<file path="src/rtl/gan_seq_pkg.sv">
// gan_seq_pkg: shared definitions for the GAN layer sequencer.
//   - sequencer state encoding
//   - layer config word field offsets/widths and an unpack helper
//   - conv CU size-select codes
package gan_seq_pkg;

  typedef enum logic [2:0] {
    ST_IDLE       = 3'd0,
    ST_LAYER_CFG  = 3'd1,
    ST_CH_START   = 3'd2,
    ST_WAIT_CONV  = 3'd3,
    ST_WB_START   = 3'd4,
    ST_WAIT_WB    = 3'd5,
    ST_NEXT_LAYER = 3'd6,
    ST_DONE       = 3'd7
  } seq_state_t;

  localparam int CFG_W        = 16;
  localparam int CFG_CHAN_LSB = 0;
  localparam int CFG_CHAN_W   = 2;
  localparam int CFG_IMG_LSB  = 2;
  localparam int CFG_IMG_W    = 3;
  localparam int CFG_OCH_LSB  = 5;
  localparam int CFG_OCH_W    = 9;
  localparam int CFG_RSVD_LSB = 14;
  localparam int CFG_RSVD_W   = 2;

  localparam logic [1:0] CH_256 = 2'd0;
  localparam logic [1:0] CH_128 = 2'd1;
  localparam logic [1:0] CH_64  = 2'd2;

  localparam logic [2:0] IMG_4   = 3'd0;
  localparam logic [2:0] IMG_8   = 3'd1;
  localparam logic [2:0] IMG_16  = 3'd2;
  localparam logic [2:0] IMG_32  = 3'd3;
  localparam logic [2:0] IMG_64  = 3'd4;
  localparam logic [2:0] IMG_128 = 3'd5;

  typedef struct packed {
    logic [CFG_RSVD_W-1:0] rsvd;
    logic [CFG_OCH_W-1:0]  out_ch_m1;
    logic [CFG_IMG_W-1:0]  img;
    logic [CFG_CHAN_W-1:0] chan;
  } cfg_entry_t;

  function automatic cfg_entry_t unpack_cfg(input logic [CFG_W-1:0] raw);
    cfg_entry_t e;
    e.rsvd      = raw[CFG_RSVD_LSB +: CFG_RSVD_W];
    e.out_ch_m1 = raw[CFG_OCH_LSB +: CFG_OCH_W];
    e.img       = raw[CFG_IMG_LSB +: CFG_IMG_W];
    e.chan      = raw[CFG_CHAN_LSB +: CFG_CHAN_W];
    return e;
  endfunction

endpackage

</file>
<file path="src/rtl/gan_layer_cfg_table.sv">
// gan_layer_cfg_table: layer configuration register file.
// Ports:
//   clk, rst      system clock, synchronous active-high reset (clears all entries)
//   we/waddr/wdata write port (caller gates we to the idle state)
//   raddr/rdata    combinational read port
module gan_layer_cfg_table
  import gan_seq_pkg::*;
#(
  parameter int DEPTH = 8,
  parameter int AW    = 3
) (
  input  logic             clk,
  input  logic             rst,
  input  logic             we,
  input  logic [AW-1:0]    waddr,
  input  logic [CFG_W-1:0] wdata,
  input  logic [AW-1:0]    raddr,
  output logic [CFG_W-1:0] rdata
);

  logic [CFG_W-1:0] mem [DEPTH];

  always_ff @(posedge clk) begin
    if (rst) begin
      for (int i = 0; i < DEPTH; i++) mem[i] <= '0;
    end else if (we) begin
      mem[waddr] <= wdata;
    end
  end

  assign rdata = mem[raddr];

endmodule

</file>
<file path="src/rtl/gan_layer_sequencer.sv">
// gan_layer_sequencer: layer-level scheduler above the conv2d control unit.
// Runs every output channel of every configured layer: conv pass (kernel
// load handshake + conv_done wait) followed by a writeback pass.
// Ports:
//   clk, rst                          clock, synchronous active-high reset
//   cfg_we/cfg_addr/cfg_data          layer table write (idle only)
//   num_layers, start, abort          sequence control
//   conv_reset_n, conv_load_req,
//   conv_chan_choose, conv_img_choose to conv CU
//   conv_slave_select, conv_done      from conv CU
//   wb_start / wb_done                writeback handshake
//   layer_idx, outch_idx, busy,
//   seq_done, wdog_err                status
// Optional build macro SEQ_WATCHDOG_EN adds a per-wait-state watchdog;
// without it wdog_err is tied low and waits are unbounded.
//
// state      | meaning
// IDLE       | conv CU held in reset, waiting for start
// LAYER_CFG  | latch table entry for layer_idx, conv CU held in reset
// CH_START   | kernel-load request until conv CU accepts (slave_select low)
// WAIT_CONV  | waiting for conv_done
// WB_START   | one-cycle writeback trigger
// WAIT_WB    | waiting for wb_done, then next channel or next layer
// NEXT_LAYER | advance layer or finish
// DONE       | seq_done pulse
module gan_layer_sequencer
  import gan_seq_pkg::*;
#(
  parameter int MAX_LAYERS  = 8,
  parameter int LAYER_W     = 3,
  parameter int WDOG_CYCLES = 1 << 20
) (
  input  logic               clk,
  input  logic               rst,
  input  logic               cfg_we,
  input  logic [LAYER_W-1:0] cfg_addr,
  input  logic [15:0]        cfg_data,
  input  logic [LAYER_W:0]   num_layers,
  input  logic               start,
  input  logic               abort,
  output logic               conv_reset_n,
  output logic               conv_load_req,
  output logic [1:0]         conv_chan_choose,
  output logic [2:0]         conv_img_choose,
  input  logic               conv_slave_select,
  input  logic               conv_done,
  output logic               wb_start,
  input  logic               wb_done,
  output logic [LAYER_W-1:0] layer_idx,
  output logic [8:0]         outch_idx,
  output logic               busy,
  output logic               seq_done,
  output logic               wdog_err
);

  seq_state_t         state, next_state;
  logic [CFG_W-1:0]   entry_raw;
  cfg_entry_t         entry;
  logic [LAYER_W:0]   nl_sat;
  logic [LAYER_W-1:0] last_layer;
  logic [8:0]         out_ch_m1_q;
  logic               empty_run;
  logic               accept_start;
  logic               wdog_trip;
  logic               abort_any;
  logic               unused_rsvd;

  gan_layer_cfg_table #(
    .DEPTH(MAX_LAYERS),
    .AW   (LAYER_W)
  ) u_cfg_table (
    .clk  (clk),
    .rst  (rst),
    .we   (cfg_we && (state == ST_IDLE)),
    .waddr(cfg_addr),
    .wdata(cfg_data),
    .raddr(layer_idx),
    .rdata(entry_raw)
  );

  assign entry       = unpack_cfg(entry_raw);
  assign unused_rsvd = ^entry.rsvd;

  assign nl_sat = (num_layers > (LAYER_W+1)'(MAX_LAYERS)) ? (LAYER_W+1)'(MAX_LAYERS)
                                                           : num_layers;
  // abort in idle also swallows a coincident start
  assign accept_start = (state == ST_IDLE) && start && !abort;
  assign abort_any    = abort || wdog_trip;

  always_ff @(posedge clk) begin
    if (rst) state <= ST_IDLE;
    else     state <= next_state;
  end

  always_comb begin
    next_state = state;
    if (abort_any && (state != ST_IDLE)) begin
      next_state = ST_IDLE;
    end else begin
      unique case (state)
        ST_IDLE:       if (accept_start)
                         next_state = (num_layers == '0) ? ST_DONE : ST_LAYER_CFG;
        ST_LAYER_CFG:  next_state = ST_CH_START;
        // acceptance wins; a coincident conv_done is not looked at here
        ST_CH_START:   if (!conv_slave_select) next_state = ST_WAIT_CONV;
        ST_WAIT_CONV:  if (conv_done) next_state = ST_WB_START;
        ST_WB_START:   next_state = ST_WAIT_WB;
        ST_WAIT_WB:    if (wb_done)
                         next_state = (outch_idx == out_ch_m1_q) ? ST_NEXT_LAYER : ST_CH_START;
        ST_NEXT_LAYER: next_state = (layer_idx == last_layer) ? ST_DONE : ST_LAYER_CFG;
        ST_DONE:       next_state = ST_IDLE;
        default:       next_state = ST_IDLE;
      endcase
    end
  end

  always_comb begin
    conv_reset_n  = 1'b0;
    conv_load_req = 1'b0;
    wb_start      = 1'b0;
    seq_done      = 1'b0;
    busy          = 1'b1;
    unique case (state)
      ST_IDLE:       busy = 1'b0;
      ST_LAYER_CFG:  conv_reset_n = 1'b0;
      ST_CH_START:   begin conv_reset_n = 1'b1; conv_load_req = 1'b1; end
      ST_WAIT_CONV:  conv_reset_n = 1'b1;
      ST_WB_START:   begin conv_reset_n = 1'b1; wb_start = 1'b1; end
      ST_WAIT_WB:    conv_reset_n = 1'b1;
      ST_NEXT_LAYER: conv_reset_n = 1'b1;
      // a zero-layer run never raises busy, not even in its DONE cycle
      ST_DONE:       begin seq_done = 1'b1; busy = !empty_run; end
      default:       busy = 1'b0;
    endcase
  end

  // Sizes are latched at the end of LAYER_CFG, so they only change while the
  // conv CU comes out of the one-cycle reset that LAYER_CFG provides.
  always_ff @(posedge clk) begin
    if (rst) begin
      layer_idx        <= '0;
      outch_idx        <= '0;
      last_layer       <= '0;
      out_ch_m1_q      <= '0;
      empty_run        <= 1'b0;
      conv_chan_choose <= '0;
      conv_img_choose  <= '0;
    end else begin
      if (accept_start) begin
        layer_idx  <= '0;
        outch_idx  <= '0;
        last_layer <= LAYER_W'(nl_sat - (LAYER_W+1)'(1));
        empty_run  <= (num_layers == '0);
      end
      if (state == ST_LAYER_CFG) begin
        outch_idx        <= '0;
        out_ch_m1_q      <= entry.out_ch_m1;
        conv_chan_choose <= entry.chan;
        conv_img_choose  <= entry.img;
      end
      if ((state == ST_WAIT_WB) && (next_state == ST_CH_START))
        outch_idx <= outch_idx + 9'd1;
      if ((state == ST_NEXT_LAYER) && (next_state == ST_LAYER_CFG))
        layer_idx <= layer_idx + LAYER_W'(1);
    end
  end

`ifdef SEQ_WATCHDOG_EN
  localparam int WDOG_W = $clog2(WDOG_CYCLES + 1);

  logic [WDOG_W-1:0] wdog_cnt;
  logic              wdog_err_q;
  logic              in_wait;

  assign in_wait   = (state == ST_CH_START) || (state == ST_WAIT_CONV) ||
                     (state == ST_WAIT_WB);
  // count value k means the (k+1)-th cycle in the current wait state
  assign wdog_trip = in_wait && (wdog_cnt == WDOG_W'(WDOG_CYCLES - 1));

  always_ff @(posedge clk) begin
    if (rst) begin
      wdog_cnt   <= '0;
      wdog_err_q <= 1'b0;
    end else begin
      if (!in_wait || (state != next_state)) wdog_cnt <= '0;
      else                                   wdog_cnt <= wdog_cnt + WDOG_W'(1);
      if (accept_start)   wdog_err_q <= 1'b0;
      else if (wdog_trip) wdog_err_q <= 1'b1;
    end
  end

  assign wdog_err = wdog_err_q;
`else
  localparam int unused_wdog_cycles = WDOG_CYCLES;
  assign wdog_trip = 1'b0;
  assign wdog_err  = 1'b0;
`endif

endmodule

</file>
<file path="config.mk">
export PLATFORM = sky130hd
export DESIGN_NAME = gan_layer_sequencer
export DESIGN_NICKNAME = d
export VERILOG_FILES = /design/src/rtl/gan_seq_pkg.sv /design/src/rtl/gan_layer_cfg_table.sv /design/src/rtl/gan_layer_sequencer.sv
export SDC_FILE = /design/constraint.sdc
export NUM_CORES = 1
export LEC_CHECK = 0
export BUFFER_PORTS_ARGS = -buffer_cell sky130_fd_sc_hd__buf_2
export CORE_UTILIZATION = 50
export CTS_BUF_LIST = sky130_fd_sc_hd__clkbuf_16
export CTS_CLUSTER_SIZE = 30
export DETAILED_ROUTE_END_ITERATION = 10
export PLACE_DENSITY = 0.8
export SLEW_MARGIN = 0
export SYNTH_ARGS = -nofsm -noshare
export SYNTH_HDL_FRONTEND = slang
export SYNTH_SLANG_ARGS = --single-unit
</file>
<file path="constraint.sdc">
create_clock -name clk -period 3.65 [get_ports clk]
set_clock_uncertainty 0.1 [all_clocks]
set_input_delay 0.73 -clock clk [delete_from_list [all_inputs] [get_ports clk]]
set_output_delay 0.73 -clock clk [all_outputs]
set_load 0.1 [all_outputs]
</file>
; ---- Word-level counts from Yosys, hierarchy flattened
; Memory sizes are Yosys's and may differ from the RTL's. A register that Yosys moved wholly into a read port is not among the register bits.
; Index checks and enable logic that the tools add are counted.
[word_totals]
wordCells = 64
ramBits = 128
memories = 1
register_bits = 19
input_bits = 31
[classes]
n_mux = 28
order_cmp = 1
reduce_logical = 15
addsub = 3
n_eq_ne = 11
[mem_list]
columns = name, words, word_bits, read_ports, rd_clocked_by_memory_dff, write_ports, line
row1 = u_cfg_table.mem, 8, 16, 1, 1, 8, gan_layer_cfg_table.sv:21  ; logic [CFG_W-1:0] mem [DEPTH];
[ops]
columns = op, count
row1 = $mux 3, 12
row2 = $mux 9, 3
row3 = $pmux 3 s8, 1
row4 = $mux 16, 1
row5 = $reduce_or 16->1, 1
row6 = $eq 3x3->1 const B, 4
row7 = $mux 1, 10
row8 = $add 9x1->9 const B, 1
row9 = $eq 3x2->1 const B, 3
row10 = $eq 9x9->1, 1
row11 = $eq 3x1->1 const B, 2
row12 = $logic_and 1x1->1, 6
row13 = $reduce_bool 3->1, 2
row14 = $reduce_or 5->1, 1
row15 = $gt 4x4->1 const B, 1
row16 = $logic_not 4->1, 1
row17 = $add 3x1->3 const B, 1
row18 = $eq 3x3->1, 1
row19 = $logic_not 3->1, 1
row20 = $sub 3x1->3 const B, 1
row21 = $logic_not 1->1, 2
row22 = $pmux 1 s2, 1
row23 = $reduce_bool 2->1, 1

; ---- Logic depth before layout (Yosys ltp)
; Gate-level depths: netlist (run 1).
[logic_depth]
depth_word = 9
ltp_mapped = 7

; ---- Cells and area by module
; Synthesis (run 1) repeated with hierarchy kept, for this count alone.
[hier_totals]
cells_unflattened = 588
hier_area_um2 = 7563.5
[modules_own_cells]
columns = mod, seq_area_each_um2, cells_per_inst, instances, area_each_um2
row1 = gan_layer_cfg_table, 3843.7, 373, 1, 5865.6
row2 = gan_layer_sequencer, 660.6, 215, 1, 1697.9

; ---- Worst setup path after synthesis (run 1)
; Ideal clock, no wire load.
[synth_timing]
path_kind = reg2out
from = register state[1]
to = output port busy
path_stages_with_launch = 4
path_buffers = 1
path_slack_ns = 0.134
t_arrival_ns = 2.686
required_time_ns = 2.820
path_cell_list = dfxtp_1 > clkbuf_1 > and3_1 > a21oi_1
[synth_via]
elab_chain_cells = 2
[synth_lines]
columns = element, line
row1 = "start, declared", gan_layer_sequencer.sv:56  ; seq_state_t state, next_state;
row2 = "start signal, assigned", gan_layer_sequencer.sv:92  ; else state <= next_state;
row3 = $eq 3x3->1 or $logic_not 3->1 (tied branches), gan_layer_sequencer.sv:123  ; unique case (state)
row4 = $pmux 1 s2 *, gan_layer_sequencer.sv:123
row5 = "end, declared", gan_layer_sequencer.sv:51  ; output logic busy,
; Mark *: on every way between the ends. The rest lies on a longest branch, timed or not.

; ---- Worst setup path in the final report (run 1)
[layout_timing]
from = register layer_idx[0]
to = output port layer_idx[0]
[layout_lines]
columns = element, line
row1 = "start, declared", gan_layer_sequencer.sv:49  ; output logic [LAYER_W-1:0] layer_idx,
row2 = "start signal, assigned", gan_layer_sequencer.sv:164  ; layer_idx <= layer_idx + LAYER_W'(1);
; No word-level cell between the ends.

==> results.py, run 1 <==
metrics = {
    "global_routing": {
        "grt_usage": 0.223,
        "antenna_found_initial": 1,
        "globalRouteMet1Util": 0.284,
        "grt.overflow.total": 0,
        "grt_max_degree": 36,
        "grt_pass1_wl_um": 23300,
        "met3_usage": 0.0584,
        "top_usage_layer": "met2",
        "use_met2": 0.372,
        "grt_pass1_vias": 4423,
    },
    "synth": {
        "synth_xor_area_frac": 0.0178,
        "synth_adder_area_share": 0.00549,
        "synth_top_cell_area_share": 0.492,
        "synth_cell_type_count": 54,
        "synth-seq-cells": 145,
        "syn_inst": 515,
        "yosys_warnings": 0,
        "synth_area_leader_cell": "edfxtp_1",
        "yosys.area_share.simple": 0.197,
        "synthTopCellsByCount": "113 x and2_1, 112 x edfxtp_1, 33 x dfxtp_1",
        "synth_edf_count": 112,
        "ys_async_sr_fraction": 0,
        "synth_compound_area_frac": 0.0487,
        "muxShareOfSynthArea": 0.116,
        "syn_area_mm2": 0.00683,
        "synthFlopType": "edfxtp_1",
        "avgSynthCellArea_um2": 13.3,
        "synthTopCellsByArea": "edfxtp_1 49%, and2_1 10%, dfxtp_1 9.7%",
        "syn_nets": 549,
        "synth_seq_area_share": 0.589,
        "synth.most_common_cell": "and2_1",
        "synth_top_family_by_area": "simple AND/OR/NAND/NOR gates",
    },
    "clock_network": {
        "cts_max_level": 4,
        "cts_sinks": 145,
        "clk_latency_ps": 420,
        "hold_buffers": 0,
        "clk_path_buf_depth": 2,
        "cts_root_buffer": "clkbuf_16",
        "numCtsBuffers": 17,
        "cts_tree": "yes",
        "clkTransAtPathRegs_ps": 60,
        "cts_resized": 0,
        "cts_setup_buffers": 0,
    },
    "setup_path": {
        "crit_type": "flip-flop to primary output",
        "crit_arrival_ps": 1820,
        "path_cells": "buf_2",
        "r2r-start": "state[1]",
        "crit_slowest_cell": "dfxtp_2",
        "reg2regPathDepth": 4,
        "cp_max_fo": 22,
        "cp.required_ps": 2820,
        "r2r_setup_slack_ps": 1140,
        "worst-path-buf-inv": 1,
        "start_kind": "flip-flop",
        "crit_family": "flip-flops",
        "r2r_end": "u_cfg_table.mem[0][4]",
        "critPathCaptureType": "primary output",
        "max_stage_delay_ps": 840,
    },
    "timing": {
        "final_hold_viol_count": 0,
        "finalSetupViolCount": 0,
        "max_freq_mhz": 378,
        "period_minus_slack_ps": 2650,
        "tns_ps": 0,
        "finalCritPeriodShare": 0.725,
        "rsz0062_at_grt": "no",
        "relSlewSlack": 0.426,
        "drv_slew": 0,
        "tightest_slew_ps": 861,
    },
    "run": {
        "maxCapViolations": 0,
    },
    "detailed_routing": {
        "ant_nets": 0,
        "routed_wirelength_um": 14800,
        "drc_errors": 0,
        "wl_per_cell_um": 19.5,
        "drt_iter0_drc": 503,
        "routed_via_density": 5.80,
        "dr.pass1.iters": 5,
        "vias": 4418,
    },
    "min_path": {
        "whs_path_depth": 2,
        "hp-start": "empty_run",
        "min_to": "empty_run",
        "hp-class": "flip-flop to flip-flop",
    },
    "pwr": {
        "power_leakage_nw": 2.88,
        "irDropWorstVdd_mv": 0.396,
        "power_density_mw_per_mm2": 490,
        "total_power_mw": 3.86,
    },
    "finish": {
        "finalNetCount": 606,
        "drive_above_1_share": 0.244,
        "syn_to_final_growth_pct": 15.3,
        "fin_area_mm2": 0.00788,
    },
    "die": {
        "pin_count": 54,
        "die_area_mm2": 0.0141,
        "fp.dieW_um": 119,
        "start_util": 0.514,
        "dieHeight_um": 119,
        "fp-row-count": 42,
        "core_area_mm2": 0.0133,
    },
    "place": {
        "port_buffers": 50,
        "dp_hpwl_um": 9410,
        "placed_area_mm2": 0.00729,
        "gp_congestion": 0.882,
    },
    "status": {
        "status": "finished clean",
    },
}
==> placed cells by master (no fill, tap or decap), drive strengths merged, types with 4 or more instances in the layout <==
cell type and n:
a211oi 16, a21oi 7, and2 113, and3 6, buf 69, clkbuf 17, clkinv 4, clkinvlp 4
dfxtp 33, edfxtp 112, inv 9, mux2i 16, mux4 28, nand2 14, nand2b 4, nand3 4
nand4 4, nor2 32, nor3 11, nor4 5, nor4b 6, o21ai 24, xnor2 10
==> layer usage <==
layer / up-vias / wire (um)
met3: 31 / 1100
met4: 0 / 297
met5: - / 0
li1: 2012 / -
met1: 2192 / 6100
met2: 183 / 7350
==> final cells by class <==
class                   count  area (um^2)
clock inverters            15          159
multi-input cells         335         2640
repair buffers             69          393
clock buffers              17          425
diodes                      1         2.50
fillers                  1059         5420
flip-flops and latches    145         4030
well taps                 176          220
inverters                   4         15.0
==> worst max path at each step <==
stage	startpoint	to	slack [ps]	cells past startpoint
final	layer_idx[0]	layer_idx[0]	1000	1
after global routing	layer_idx[0]	layer_idx[0]	890	1
after CTS	layer_idx[0]	layer_idx[0]	970	1
after detailed placement	rst	u_cfg_table.mem[4][9]	920	5
after global placement	rst	u_cfg_table.mem[1][13]	1030	5
after floorplan	state[1]	busy	130	3
==> stage by stage <==
stage          setup slack, ps   util  instances  hold WS [ps]
4_1_cts                    970  0.593        761           398
6_report                  1000  0.593        762           395
2_1_floorplan              134      -        515           361
3_5_place_dp               924  0.549        729           382
5_1_grt                    893  0.593        761           437
3_3_place_gp              1030  0.549        729           376
==> power by group <==
part | total, mW | internal (mW) | switching (mW)
clock network | 1.71 | 1.01 | 0.703
logic | 0.275 | 0.0842 | 0.191
registers | 1.87 | 1.85 | 0.0286
==> flip-flops by register name, summed over array words and instances (netlist names) <==
name              cells
u_cfg_table.mem     112
state                 3
layer_idx             3
out_ch_m1_q           9
last_layer            3
outch_idx             9
conv_chan_choose      2
empty_run             1
conv_img_choose       3
==> cell families after synthesis <==
kind of cell / Yosys count
flip-flops: 145
other: 1
buffers and inverters: 35
multiplexers: 44
AO/OA/AOI/OAI: 54
XOR/XNOR: 13
adder cells (fa/ha/maj): 3
AND/OR/NAND/NOR: 220
No activity file was read; power rests on OpenSTA's default activity.
==> run 2: changes to the inputs <==
Settings changed: PLACE_DENSITY 0.8 to 0.83.
Clock period 3.65 ns to 2.2 ns, I/O delays scaled along.
==> run 2 against run 1 <==
Compared with the run above: combinational power rose by 83%; register-to-register slack got worse by 1000 ps; flip-flop and latch count did not move; core utilization rose by 2.1 points; design area rose by 3.5%; largest power group unchanged; total power rose by 68%; via count fell by 1.3%; routed wire length fell by 2.5%; first-iteration DRC count fell by 22%; critical path depth rose by 1; sequential power rose by 66%; count of clock-buffer cells in the layout did not move.
==> results.py, run 2 (synthesis gave the netlist of run 1 again) <==
metrics = {
    "status": {
        "status": "finished clean",
    },
    "timing": {
        "hold_slack_ps": 195,
        "drv_slew": 0,
        "max_freq_mhz": 474,
        "period_minus_slack_ps": 2110,
        "final_hold_viol_count": 0,
        "finalCritPeriodShare": 0.958,
        "final.setup.worst_slack_ps": 91.9,
        "rsz0062_at_grt": "no",
        "finalSetupViolCount": 0,
    },
    "setup_path": {
        "crit_family": "buffers and inverters",
        "max_stage_delay_ps": 500,
        "worst-path-buf-inv": 2,
        "crit_type": "flip-flop to primary output",
        "start_kind": "flip-flop",
        "cp.required_ps": 1660,
        "crit_slowest_cell": "buf_2",
        "cp_max_fo": 18,
        "critPathCaptureType": "primary output",
        "crit_arrival_ps": 1570,
        "path_cells": "buf_4 -> buf_2",
    },
    "place": {
        "gp_congestion": 0.818,
        "dp.cells": 741,
        "dp_worst_setup_slack_ps": 108,
        "port_buffers": 50,
        "dp_hpwl_um": 9600,
        "placed_area_mm2": 0.00755,
    },
    "clock_network": {
        "clkTransAtPathRegs_ps": 60,
        "cts_tree": "yes",
        "hold_buffers": 0,
        "clk_path_buf_depth": 2,
        "cts_sinks": 145,
        "numCtsBuffers": 17,
        "cts_setup_buffers": 0,
        "cts_root_buffer": "clkbuf_16",
        "clk_latency_ps": 420,
        "cts_max_level": 4,
    },
    "die": {
        "pin_count": 54,
        "core_area_mm2": 0.0133,
        "fp.dieW_um": 119,
        "dieHeight_um": 119,
        "fp-row-count": 42,
        "start_util": 0.514,
        "die_area_mm2": 0.0141,
    },
    "finish": {
        "n_antenna_cell": 0,
        "fillers": 980,
        "final_util": 0.613,
        "finalNetCount": 618,
        "registers.top_by_ff_count": "u_cfg_table.mem",
        "fin_area_mm2": 0.00815,
        "syn_to_final_growth_pct": 19.3,
        "drive_above_1_share": 0.286,
        "mostFrequentLayoutCell": "and2_1",
        "reg_top3": "u_cfg_table.mem (112), out_ch_m1_q (9), outch_idx (9)",
        "final_cell_mix": "113 x and2_1, 112 x edfxtp_1, 44 x buf_2, 31 x nor2_1, 28 x mux4_2",
        "instances_no_fill": 773,
        "largest_register_ffs": 112,
    },
    "pwr": {
        "irDropWorstVdd_mv": 0.612,
        "power_density_mw_per_mm2": 796,
        "power_leakage_nw": 2.99,
    },
    "global_routing": {
        "grt_pass1_wl_um": 23600,
        "antenna_found_initial": 0,
        "grt_pass1_vias": 4501,
        "grt_max_degree": 36,
        "grt_usage": 0.226,
        "grt.overflow.total": 0,
    },
    "detailed_routing": {
        "wl_per_cell_um": 18.7,
        "drt_iter0_drc": 390,
        "dr.pass1.iters": 5,
        "routed_wirelength_um": 14500,
        "routed_via_density": 5.64,
        "vias": 4361,
        "drc_errors": 0,
        "ant_nets": 0,
    },
    "run": {
        "maxCapViolations": 0,
    },
    "min_path": {
        "hp-class": "primary input to flip-flop",
    },
}
[run 2: final cells by class]
| type | count | area (um^2) | area share |
|---|---|---|---|
| Inverter | 4 | 15.0 | 0.00184 |
| Timing Repair Buffer | 81 | 611 | 0.0749 |
| Clock buffer | 17 | 425 | 0.0522 |
| Tap cell | 176 | 220 | 0.0270 |
| Sequential cell | 145 | 4040 | 0.496 |
| Multi-Input combinational cell | 335 | 2670 | 0.328 |
| Clock inverter | 15 | 169 | 0.0207 |
[run 2: final timing paths]
| kind | start | endpoint | slack, ps | cells after the start |
|---|---|---|---|---|
| worst max-delay path | layer_idx[2] | layer_idx[2] | 90 | 2 |
| worst min register to register | conv_chan_choose[1] | conv_chan_choose[1] | 400 | 2 |
| worst min-delay path | abort | state[0] | 200 | 2 |
| worst max register to register | state[0] | u_cfg_table.mem[0][8] | 120 | 5 |
[run 2: where the power goes]
group / internal, mW / switching (mW) / leakage [nW]
Clock: 1.77 / 1.11 / 0.286
Sequential: 3.06 / 0.0477 / 1.44
Combinational: 0.175 / 0.329 / 1.27
Total: 5.01 / 1.48 / 2.99
[run 2: worst reg2reg max path, stage by stage, from the launching register on]
cell and delay [ps]:
dfxtp_2 390, nor3_2 390, nand4b_2 330, nor3_2 250, or2_1 180, buf_12 160
[run 2: stage by stage]
stage / setup TNS (ps) / total power, mW
floorplan: -2040 / 3.47
global placement: 0 / 3.63
detailed placement: 0 / 3.66
CTS: 0 / 6.53
global route: 0 / 6.71
finish: 0 / 6.49
[run 2: what timing repair did]
| action | 4_1_cts | 5_1_grt |
|---|---|---|
| pin swaps | 0 | 0 |
| cloned | 0 | 0 |
| endpoints found under the setup margin | 3 | 1 |
| gates resized for setup | 4 | 1 |
[run 2: metal layers]
metal	wire length, um	vias up	GRT usage
met4	195	0	0.0894
met1	6020	2133	0.278
met5	0	-	0
li1	-	2040	-
met3	783	15	0.0493
met2	7480	173	0.389
